[src/rtl/adc_axis_stream_buffered.sv]
// ADC sample capture into an FWFT FIFO feeding an AXI4-Stream master.
// A full FIFO drops samples and counts them; disabling the stream drains the FIFO and closes the packet with TLAST.
module adc_axis_stream_buffered #(
  parameter int ADC_WIDTH            = 14,
  parameter int C_M_AXIS_TDATA_WIDTH = 32,
  parameter int FIFO_DEPTH           = 16,
  parameter int PKT_LEN_WIDTH        = 16,
  parameter int START_COUNT          = 32
) (
  input  logic                              M_AXIS_ACLK,
  input  logic                              M_AXIS_ARESET,
  input  logic [ADC_WIDTH:0]                ADCdata,
  input  logic                              streamEnable,
  input  logic [PKT_LEN_WIDTH-1:0]          pktLen,
  input  logic                              signExtend,
  input  logic                              testMode,
  input  logic                              clearOverRun,
  input  logic                              clearOTR,
  output logic                              streamStatus,
  output logic                              overRunStatus,
  output logic [15:0]                       overRunCount,
  output logic                              adcOTRstatus,
  output logic [$clog2(FIFO_DEPTH):0]       fifoLevel,
  output logic                              M_AXIS_TVALID,
  output logic [C_M_AXIS_TDATA_WIDTH-1:0]   M_AXIS_TDATA,
  output logic [C_M_AXIS_TDATA_WIDTH/8-1:0] M_AXIS_TSTRB,
  output logic                              M_AXIS_TLAST,
  input  logic                              M_AXIS_TREADY
);

  localparam int LW = $clog2(FIFO_DEPTH);
  localparam int DW = C_M_AXIS_TDATA_WIDTH;

  typedef enum logic [1:0] {STARTUP, IDLE, STREAM, DRAIN} state_t;
  state_t state, stateNext;

  logic [ADC_WIDTH:0]     adcReg;
  logic                   testModeReg, signExtendReg;
  logic [7:0]             startCnt;
  logic [PKT_LEN_WIDTH-1:0] pktLenReg, pktCnt;
  logic [DW-1:0]          testCnt, sampleWord, wordReg;
  logic                   wrVld;
  logic [DW-1:0]          mem [FIFO_DEPTH];
  logic [LW-1:0]          wrPtr, rdPtr;
  logic [LW:0]            level;
  logic                   full, empty, push, pop, drop, lastWord;
  logic                   captureEn, streamStart, enterIdle, inStream, inDrain;

  // pin capture
  always_ff @(posedge M_AXIS_ACLK) begin
    if (M_AXIS_ARESET) begin
      adcReg        <= '0;
      testModeReg   <= 1'b0;
      signExtendReg <= 1'b0;
    end else begin
      adcReg        <= ADCdata;
      testModeReg   <= testMode;
      signExtendReg <= signExtend;
    end
  end

  // FSM: state register / next state / outputs
  always_ff @(posedge M_AXIS_ACLK) begin
    if (M_AXIS_ARESET) state <= STARTUP;
    else               state <= stateNext;
  end

  always_comb begin
    stateNext = state;
    unique case (state)
      STARTUP: if (startCnt == 8'(START_COUNT)) stateNext = IDLE;
      IDLE:    if (streamEnable && empty)       stateNext = STREAM;
      STREAM:  if (!streamEnable)               stateNext = DRAIN;
      DRAIN:   if (empty)                       stateNext = IDLE;
      default:                                  stateNext = STARTUP;
    endcase
  end

  always_comb begin
    inStream    = (state == STREAM);
    inDrain     = (state == DRAIN);
    captureEn   = inStream && streamEnable;
    streamStart = (state == IDLE) && (stateNext == STREAM);
    enterIdle   = (state != IDLE) && (stateNext == IDLE);
  end

  always_ff @(posedge M_AXIS_ACLK) begin
    if (M_AXIS_ARESET)                                     startCnt <= '0;
    else if (state == STARTUP && startCnt != 8'(START_COUNT)) startCnt <= startCnt + 8'd1;
  end

  // sample word formatting; the OTR bit never reaches TDATA
  always_comb begin
    sampleWord = '0;
    if (testModeReg) sampleWord = testCnt;
    else begin
      sampleWord[ADC_WIDTH-1:0] = adcReg[ADC_WIDTH-1:0];
      if (signExtendReg && adcReg[ADC_WIDTH-1]) sampleWord[DW-1:ADC_WIDTH] = '1;
    end
  end

  // write stage: test counter advances on every capture, dropped or not
  always_ff @(posedge M_AXIS_ACLK) begin
    if (M_AXIS_ARESET) begin
      wrVld   <= 1'b0;
      wordReg <= '0;
      testCnt <= '0;
    end else begin
      wrVld <= captureEn;
      if (captureEn) begin
        wordReg <= sampleWord;
        testCnt <= testCnt + DW'(1);
      end else if (streamStart) begin
        testCnt <= '0;
      end
    end
  end

  // FWFT FIFO; a full FIFO rejects the write even if it pops that cycle
  assign full  = (level == (LW+1)'(FIFO_DEPTH));
  assign empty = (level == '0);
  assign push  = wrVld && !full;
  assign drop  = wrVld && full;
  assign pop   = !empty && M_AXIS_TREADY;

  always_ff @(posedge M_AXIS_ACLK) begin
    if (push) mem[wrPtr] <= wordReg;
  end

  always_ff @(posedge M_AXIS_ACLK) begin
    if (M_AXIS_ARESET) begin
      wrPtr <= '0;
      rdPtr <= '0;
      level <= '0;
    end else begin
      if (push) wrPtr <= wrPtr + LW'(1);
      if (pop)  rdPtr <= rdPtr + LW'(1);
      unique case ({push, pop})
        2'b10:   level <= level + (LW+1)'(1);
        2'b01:   level <= level - (LW+1)'(1);
        default: level <= level;
      endcase
    end
  end

  // pktLenReg-1 wraps to all ones, so pktLen 0 gives 2^PKT_LEN_WIDTH words
  assign lastWord = !empty &&
                    ((pktCnt == pktLenReg - PKT_LEN_WIDTH'(1)) ||
                     (inDrain && level == (LW+1)'(1)));

  always_ff @(posedge M_AXIS_ACLK) begin
    if (M_AXIS_ARESET) begin
      pktLenReg <= '0;
      pktCnt    <= '0;
    end else if (streamStart) begin
      pktLenReg <= pktLen;
      pktCnt    <= '0;
    end else if (pop) begin
      pktCnt <= lastWord ? '0 : pktCnt + PKT_LEN_WIDTH'(1);
    end
  end

  // status flags; clears win over simultaneous sets
  always_ff @(posedge M_AXIS_ACLK) begin
    if (M_AXIS_ARESET) begin
      streamStatus  <= 1'b0;
      overRunStatus <= 1'b0;
      overRunCount  <= '0;
      adcOTRstatus  <= 1'b0;
    end else begin
      if (enterIdle) streamStatus <= 1'b0;
      else if (pop)  streamStatus <= 1'b1;

      if (clearOverRun) begin
        overRunStatus <= 1'b0;
        overRunCount  <= '0;
      end else if (drop) begin
        overRunStatus <= 1'b1;
        if (overRunCount != 16'hFFFF) overRunCount <= overRunCount + 16'd1;
      end

      if (clearOTR)                       adcOTRstatus <= 1'b0;
      else if (inStream && adcReg[ADC_WIDTH]) adcOTRstatus <= 1'b1;
    end
  end

  assign fifoLevel     = level;
  assign M_AXIS_TVALID = !empty;
  assign M_AXIS_TDATA  = empty ? '0 : mem[rdPtr];
  assign M_AXIS_TLAST  = lastWord;
  assign M_AXIS_TSTRB  = '1;

endmodule

[config.mk]
export PLATFORM = sky130hd
export DESIGN_NAME = adc_axis_stream_buffered
export DESIGN_NICKNAME = d
export VERILOG_FILES = /design/src/rtl/adc_axis_stream_buffered.sv
export SDC_FILE = /design/constraint.sdc
export NUM_CORES = 1
export LEC_CHECK = 0
export CORE_MARGIN = 1.5
export CORE_UTILIZATION = 56
export DETAILED_ROUTE_END_ITERATION = 7
export GPL_ROUTABILITY_DRIVEN = 1
export GPL_TIMING_DRIVEN = 0
export PLACE_DENSITY = 0.72
export RECOVER_POWER = 50
export REMOVE_ABC_BUFFERS = 1
export SLEW_MARGIN = 20
export SYNTH_ARGS = -nofsm -noshare
export SYNTH_HDL_FRONTEND = slang
export SYNTH_SLANG_ARGS = --single-unit
[constraint.sdc]
create_clock -name M_AXIS_ACLK -period 5.05 [get_ports M_AXIS_ACLK]
set_input_delay 1.01 -clock M_AXIS_ACLK [delete_from_list [all_inputs] [get_ports M_AXIS_ACLK]]
set_output_delay 1.01 -clock M_AXIS_ACLK [all_outputs]
set_load 0.02 [all_outputs]
# After elaboration in Yosys (flattened, before gate mapping)
# Memories as Yosys holds them, arrays and structs flattened. A register that Yosys moved wholly into a read port is not among the register bits.
# Cells that the tools add are included.
dict set report word_totals {
  ff_bits 156
  latch_bits 0
  ramBits 512
  rom_bits 0
  out_inout_bits 62
  elab_cells 81
  n_memories 1
}
dict set report op_classes {
  addsub 9
  multipliers 0
  div_mod_pow 0
  magnitude_cmp 0
  n_eq_ne 14
  n_shift 0
  muxes 16
  bitwise 0
  reduce_logical 24
}
# memory depth width rd rd_ports_with_merged_regs wr line_no
set mem_list {}
lappend mem_list {mem 16 32 1 1 1 43} ;# logic [DW-1:0] mem [FIFO_DEPTH];
# operator count
set op_table {}
lappend op_table {{$mux W32} 4}
lappend op_table {{$add A16 B1 Y16 const B} 2}
lappend op_table {{$add A32 B1 Y32 const B} 1}
lappend op_table {{$mux W18} 1}
lappend op_table {{$eq A16 B16 Y1} 1}
lappend op_table {{$mux W16} 1}
lappend op_table {{$ne A16 B16 Y1 const B} 1}
lappend op_table {{$sub A16 B1 Y16 const B} 1}
lappend op_table {{$logic_and A1 B1 Y1} 12}
lappend op_table {{$pmux W5 S2} 1}
lappend op_table {{$add A4 B1 Y4 const B} 2}
lappend op_table {{$add A8 B1 Y8 const B} 1}
lappend op_table {{$eq A2 B2 Y1 const B} 4}
lappend op_table {{$eq A8 B6 Y1 const B} 1}
lappend op_table {{$mux W2} 4}
lappend op_table {{$mux W4} 2}
lappend op_table {{$ne A8 B6 Y1 const B} 1}
lappend op_table {{$pmux W2 S4} 1}
lappend op_table {{$reduce_or A2 Y1} 4}
lappend op_table {{$eq A2 B1 Y1 const B} 3}
lappend op_table {{$add A5 B1 Y5 const B} 1}
lappend op_table {{$eq A5 B1 Y1 const B} 1}
lappend op_table {{$eq A5 B5 Y1 const B} 1}
lappend op_table {{$logic_not A5 Y1} 1}
lappend op_table {{8 further kinds} 11}

# Logic depth before layout (Yosys ltp)
# Gate-level depths: netlist of the first run.
dict set report logic_depth {
  ltp_word 8
  ltp_mapped 13
  mapped_depth_nobuf 12
}

# Worst setup path after synthesis of the first run
# OpenSTA, ideal clock, no wires.
dict set report synth_path {
  path_kind {register -> register}
  startpoint {register level[0] (netlist: fifoLevel[0])}
  endpoint {memory mem[3][0] in the netlist's numbering (enable)}
  setup_time_ns 0.461
  arrival_time_ns 3.869
  required_ns 4.589
  path_slack_ns 0.720
  path_stages_with_launch 7
  path_buffers 0
  period_less_slack_ns 4.330
  cell_sequence {dfxtp_1 -> inv_1 -> ha_1 -> nor3b_1 -> a21boi_1 -> nand2_1 -> nor3_1}
}
dict set report synth_via {
  elab_chain_len 5
}
# element line_no
set synth_lines {}
lappend synth_lines {{start: declaration} 45} ;# logic [LW:0] level;
lappend synth_lines {{start signal: assignment} 139} ;# 2'b10: level <= level + (LW+1)'(1);
lappend synth_lines {{start signal: assignment} 140} ;# 2'b01: level <= level - (LW+1)'(1);
lappend synth_lines {{start signal: assignment} 141} ;# default: level <= level;
lappend synth_lines {{$eq A5 B5 Y1} 120} ;# assign full = (level == (LW+1)'(FIFO_DEPTH));
lappend synth_lines {{$logic_not A1 Y1} 122} ;# assign push = wrVld && !full;
lappend synth_lines {{$logic_and A1 B1 Y1} 122}
lappend synth_lines {{$mux W1} 127} ;# if (push) mem[wrPtr] <= wordReg;
lappend synth_lines {{$mux W1 (not written as such)} 127}
lappend synth_lines {{end: declaration} 43}
# No other way between the ends.

# Worst setup path in the final report of the first run
dict set report layout_path {
  startpoint {register pktLenReg[0]}
  endpoint {output port M_AXIS_TLAST}
}
dict set report layout_via {
  elab_chain_len 4
}
# element line_no
set layout_lines {}
lappend layout_lines {{start: declaration} 40} ;# logic [PKT_LEN_WIDTH-1:0] pktLenReg, pktCnt;
lappend layout_lines {{start signal: assignment} 156} ;# pktLenReg <= pktLen;
lappend layout_lines {{$sub A16 B1 Y16} 148} ;# ((pktCnt == pktLenReg - PKT_LEN_WIDTH'(1)) ||
lappend layout_lines {{$eq A16 B16 Y1} 148}
lappend layout_lines {{$logic_or A1 B1 Y1} 148}
lappend layout_lines {{$logic_and A1 B1 Y1} 147} ;# assign lastWord = !empty &&
lappend layout_lines {{end: declaration} 27} ;# output logic M_AXIS_TLAST,
# No other way between the ends.

==> results of run 1 <==
timing repair:
action                                  in CTS  in global routing
gates resized for setup                      0                  3
endpoints found under the hold margin        0                  0
endpoints found under the setup margin       0                  1
per-layer routing:
| metal | global-route usage, % | up-vias | part of all wire [%] |
|---|---|---|---|
| li1 | - | 6579 | - |
| met1 | 33.6 | 7601 | 40 |
| met2 | 42.1 | 589 | 50 |
| met3 | 4.07 | 109 | 7.1 |
| met4 | 8.66 | 0 | 2.6 |
| met5 | 0 | - | 0 |
report_power, final:
group / internal, mW / leakage (nW) / switching (mW)
sequential: 5.90 / 5.43 / 0.0818
combinational: 1.04 / 2.86 / 0.939
clock: 2.92 / 1.09 / 2.06
total: 9.86 / 9.39 / 3.09
path summary, 6_finish.rpt:
path	from	end	cells past startpoint
worst max-delay path	pktLenReg[0]$_SDFFE_PP0P_	M_AXIS_TLAST	9
worst min-delay path	overRunStatus$_SDFFE_PP0P_	overRunStatus$_SDFFE_PP0P_	2
worst max register to register	fifoLevel[0]$_SDFFE_PP0P_	mem[3][8]$_DFFE_PP_	9
worst min register to register	overRunStatus$_SDFFE_PP0P_	overRunStatus$_SDFFE_PP0P_	2
metrics by stage:
step | util (%) | hold slack, ns
4_1_cts | 67.1 | 0.456
5_1_grt | 67.1 | 0.489
6_report | 67.1 | 0.448
2_1_floorplan | - | 0.444
3_5_place_dp | 62.4 | 0.445
3_3_place_gp | 60.0 | 0.446
area by class of cell:
class	count	share of cell area [%]
inverter	22	0.263
clock buffer	91	6.05
timing repair buffer	152	6.15
sequential	672	59.2
clock inverter	36	1.05
multi-input combinational	840	24.9
tap	607	2.42
state kept, by name, summed over array words and instances (netlist names), named ones only:
name,flops
fifoLevel,5
streamStatus,1
wrVld,1
overRunCount,16
pktCnt,16
state,2
wordReg,32
startCnt,8
testModeReg,1
signExtendReg,1
pktLenReg,16
adcOTRstatus,1
overRunStatus,1
wrPtr,4
rdPtr,4
testCnt,32
mem,512
adcReg,15
cell usage in the layout (no fill, tap or decap), types with 18 or more instances in the layout:
master,n
xor2_1,29
nor3_1,36
nor2b_1,20
nor2_1,114
dfxtp_1,155
nand4_1,23
a21oi_1,65
nand2_1,85
mux4_2,160
nand3_1,31
clkdlybuf4s50_1,63
inv_1,21
and2_1,35
xnor2_1,27
o21ai_0,18
edfxtp_1,512
dlygate4sd3_1,32
clkbuf_16,71
synthesized netlist by cell type (4+ instances only):
cell	n	share of area, %
buf_1	18	0.25
nand3_1	31	0.58
nand2b_1	6	0.14
and3_1	16	0.37
mux2i_1	17	0.64
nor3_2	12	0.45
a21oi_1	65	1.2
inv_1	21	0.29
clkbuf_1	60	0.84
a31oi_1	5	0.12
o31ai_1	4	0.11
or3_1	13	0.30
dfxtp_1	160	12
nand4_1	23	0.54
edfxtp_1	512	57
mux4_2	160	13
a311oi_1	4	0.13
nand2_1	85	1.2
ha_1	15	0.70
xor2_1	29	0.95
nor2_1	121	1.7
o21ai_0	18	0.34
nor4_1	5	0.12
xnor2_1	27	0.88
nor2b_1	20	0.47
o211ai_1	6	0.17
or4_1	8	0.22
mux2_2	8	0.34
nor3_1	40	0.75
buf_4	4	0.11
and2_1	35	0.82
nand3b_1	7	0.20
a211oi_1	17	0.48
logic make-up (layout without fill, tap and decap cells):
group / after synthesis / count (layout) / synth area share (%)
DFF: 672 / 672 / 69.5
and+or+nand+nor: 443 / 443 / 8.53
muxes: 185 / 185 / 14.4
AOI/OAI and AO/OA: 137 / 137 / 3.29
buffers and inverters: 110 / 301 / 1.73
xor gates and xnor gates: 56 / 56 / 1.83
adders and majority gates: 15 / 15 / 0.702
other: 1 / 4 / 0.0140
worst max-delay path: stages (launching register included):
cell and delay, ns:
dfxtp_1 0.37, inv_1 0.08, ha_1 0.28, or4b_4 0.57, or4_1 0.53, o311ai_1 0.13, o211a_1 0.26, o2111ai_4 0.18
a21oi_1 0.24, clkdlybuf4s50_1 0.63
==> flow_metrics.tcl, run 1 <==
set metrics [dict create \
    postSynthCellCount 1619 \
    crit_type "register to output pin" \
    period_minus_slack_ns 4.87 \
    wl_per_cell_um 24.6 \
    slew_headroom_pct 9.09 \
    status "finished clean" \
    antenna_left 0 \
    cts_tree "built" \
    ir_drop_v 0.000367 \
    fin_crit_sh_pct 96.5 \
    fin_cells 2420 \
    final.setup.tns_ns 0 \
    finalHoldViolations 0 \
    synth.cell_area_um2 26700 \
    drv_slew 0 \
    avgSynthCellArea_um2 16.5 \
    wl_um 59600 \
    h-tree-depth 3 \
    setup_viol 0 \
    end_kind "output pin" \
    drc 0 \
    ctsLongestPathBuffers 3 \
    placed_area_um2 29200 \
    worstPathRequired_ns 4.04 \
    n_antenna_cell 0 \
    fin_area_um2 31400 \
    grt_usage_pct 25.1 \
    die_area_um2 49100 \
    seqCellArea_um2 18600 \
    ys_types 65 \
    async_reset_ff_share_pct 0 \
    port_buffers 96 \
    post-dp-hpwl_um 35500 \
    fp-row-count 79 \
    clock_latency_ns 0.60 \
    ys.flop_type "edfxtp_1" \
    hold_path_class "register to register" \
    die_y_um 222 \
    final.setup.worst_slack_ns 0.177 \
    leakage_nw 9.39 \
    synth-edff-count 512 \
    syn2layout_area_growth_pct 17.4 \
    drt_first_iter_violations 1396 \
    fmax_mhz 205 \
    startpoint_type "register" \
    grt_pass1_vias 15500 \
    clock-root-buffer "clkbuf_16" \
    ys_ff_latch 672 \
    worst_pin_slew_ns 1.36 \
    arrival_ns 3.86 \
    io_pins 101 \
    cp_max_fo 8 \
    grt_max_degree 100 \
    die_w_um 222 \
    grt_pass1_wl_um 91700 \
    grt-ovfl-total 0 \
    clk_pin_slew_worst_paths_ns 0.06 \
    maxCapViolations 0 \
    place.gp.congestion 0.800 \
    ctsHoldBuffers 0 \
    vias 14900 \
    pre_cts_ws_ns 0.731 \
    first_pass_iters 5 \
    drive_above_1_share_pct 20.4 \
    yosys_warnings 0 \
    p_total_mw 12.9 \
    fp.coreArea_um2 46900 \
    timing.reg2reg.setup_slack_ns 0.94 \
    cts_sinks 672 \
    fillCellCount 3153 \
    fin_nets 1811 \
    postCtsSetupBuffers 0 \
    power_density_nw_per_um2 412 \
    multi_input_area_um2 7820 \
    seq_area_frac_synth_pct 69.5 \
    skew_ns 0.0266 \
    placedCellCount 2293 \
    vias_per_cell 6.15 \
    cts_made_buffers 69 \
    antenna_found_initial 1 \
    start_util_pct 57.1 \
]
No activity file was read; power rests on OpenSTA's default activity.
==> inputs of run 2 (changes only) <==
--- a/config.mk
+++ b/config.mk
@@ -6,11 +6,11 @@
 export NUM_CORES = 1
 export LEC_CHECK = 0
 export CORE_MARGIN = 1.5
-export CORE_UTILIZATION = 56
+export CORE_UTILIZATION = 45
 export DETAILED_ROUTE_END_ITERATION = 7
 export GPL_ROUTABILITY_DRIVEN = 1
 export GPL_TIMING_DRIVEN = 0
-export PLACE_DENSITY = 0.72
+export PLACE_DENSITY = 0.6
 export RECOVER_POWER = 50
 export REMOVE_ABC_BUFFERS = 1
 export SLEW_MARGIN = 20
==> flow_metrics.tcl, run 2 (same netlist as run 1, synthesis figures left out) <==
set metrics [dict create \
    cp_max_fo 8 \
    leakage_nw 9.37 \
    hold_start "overRunStatus$_SDFFE_PP0P_" \
    die_w_um 247 \
    fp-row-count 89 \
    skew_ns 0.0328 \
    drive_above_1_share_pct 20.0 \
    slew_headroom_pct -98.2 \
    seqPwrFrac_pct 46.5 \
    vias 14500 \
    worstPathRequired_ns 4.04 \
    place.gp.congestion 0.803 \
    worst_pin_slew_ns 2.97 \
    mostFrequentLayoutCells "edfxtp_1, mux4_2, dfxtp_1" \
    cts_sinks 672 \
    maxCapViolations 1 \
    first_pass_iters 5 \
    ctsLongestPathBuffers 3 \
    p_clk_share_pct 38.3 \
    p_sw_share_pct 24.1 \
    regMostFlops "mem" \
    violations "capacitance limit, slew limit" \
    ctsHoldBuffers 0 \
    startpoint_type "register" \
    holdPathEnd "overRunStatus$_SDFFE_PP0P_" \
    clock-root-buffer "clkbuf_16" \
    whs_ns 0.452 \
    biggestRegsByFlops "mem: 512 flops, testCnt: 32 flops, wordReg: 32 flops" \
    crit_type "register to output pin" \
    grt-ovfl-total 0 \
    hold_path_class "register to register" \
    vias_per_cell 5.61 \
    grt_usage_pct 20.2 \
    arrival_ns 3.88 \
    comb_power_share_pct 15.2 \
    grt_pass1_vias 14700 \
    finalHoldViolations 0 \
    p_int_mw 9.80 \
    cts_tree "built" \
    die_y_um 247 \
    reg2reg_to "mem[8][9]$_DFFE_PP_" \
    drt_first_iter_violations 1061 \
    wl_per_cell_um 23.2 \
    period_minus_slack_ns 4.89 \
    final_core_util_pct 53.6 \
    p_sw_mw 3.11 \
    die_area_um2 60900 \
    drc 0 \
    grt_max_degree 66 \
    grt_setup_unrepaired "false" \
    timing.reg2reg.setup_slack_ns 0.82 \
    io_pins 101 \
    fp.coreArea_um2 58900 \
    fin_crit_sh_pct 96.8 \
    h-tree-depth 3 \
    port_buffers 96 \
    ir_drop_v 0.000278 \
    clk_pin_slew_worst_paths_ns 0.06 \
    fmax_mhz 205 \
    clock_latency_ns 0.61 \
    r2r_start "fifoLevel[0]$_SDFFE_PP0P_" \
    start_util_pct 45.4 \
    cts_made_buffers 70 \
    antenna_found_initial 0 \
    postCtsSetupBuffers 0 \
    ctsResizeCount 1 \
    status "finished with violations" \
    largest_register_ffs 512 \
    power_density_nw_per_um2 409 \
    pre_cts_ws_ns 0.663 \
    layout_commonest_cell "edfxtp_1" \
    p_total_mw 12.9 \
    reg2reg_depth 7 \
    end_kind "output pin" \
    wl_um 60000 \
    syn2layout_area_growth_pct 18.1 \
    fin_nets 1813 \
    antenna_left 0 \
    post-dp-hpwl_um 37900 \
    drv_slew 66 \
    setup_viol 0 \
    final.setup.worst_slack_ns 0.162 \
    hold_path_depth 2 \
    grt_pass1_wl_um 90600 \
]
## run 2: cell count changes in the layout (fill, tap and decap cells not counted), moves of 4 or more
cell and delta:
clkdlybuf4s50_1 +8, clkbuf_1 +11, dlygate4sd3_1 -8, inv_6 -5, clkbuf_16 +4, buf_12 -5
## run 2: worst max-delay path by stage
stage / from / to / slack [ns] / cells past startpoint
after floorplan: register / M_AXIS_TDATA[0] / -2.59 / 3
after global placement: register / M_AXIS_TDATA[27] / -5.79 / 4
after detailed placement: pktLenReg[0]$_SDFFE_PP0P_ / M_AXIS_TLAST / 0.66 / 9
after CTS: pktLenReg[0]$_SDFFE_PP0P_ / M_AXIS_TLAST / 0.05 / 9
after global routing: pktLenReg[0]$_SDFFE_PP0P_ / M_AXIS_TLAST / 0.02 / 9
final: pktLenReg[0]$_SDFFE_PP0P_ / M_AXIS_TLAST / 0.16 / 9
## run 2: cell type report
type / count / area (um^2)
Sequential cell: 672 / 18600
Clock buffer: 102 / 2000
Inverter: 22 / 82.6
Antenna cell: 1 / 2.50
Multi-Input combinational cell: 840 / 7820
Timing Repair Buffer: 153 / 1920
Clock inverter: 24 / 193
Tap cell: 773 / 967
Fill cell: 4687 / 27300
## run 2: power groups by stage
stage	clock, mW	combinational, mW	sequential (mW)
3_5_place_dp	0	2.03	6.13
2_1_floorplan	0	1.21	6.26
4_1_cts	5.05	2.03	6.01
3_3_place_gp	0	1.77	6.31
5_1_grt	5.25	2.13	6.02
6_report	4.94	1.96	6.00
## run 2: worst max-delay path: stages (launching register included)
cell and delay (ns):
dfxtp_1 0.39, inv_1 0.09, ha_2 0.26, or4b_4 0.54, or4_1 0.52, o311ai_1 0.11
o211a_1 0.30, o2111ai_4 0.21, a21oi_1 0.23, clkdlybuf4s50_1 0.63
## run 2: stage by stage
step / setup TNS [ns] / area [um^2] / std cells
5_1_grt: 0 / 31600 / 2586
4_1_cts: 0 / 31600 / 2586
3_3_place_gp: -803.25 / 28300 / 2403
2_1_floorplan: -82.98 / 26400 / 1534
3_5_place_dp: 0 / 29500 / 2460
6_report: 0 / 31600 / 2587
## run 2: routing by layer
metal  vias up  wire [um]  GRT usage (%)
met4         0       1410           5.69
met2       341      28400           31.9
li1       6594          -              -
met1      7497      27500           29.1
met5         -          0              0
met3        93       2640           3.28
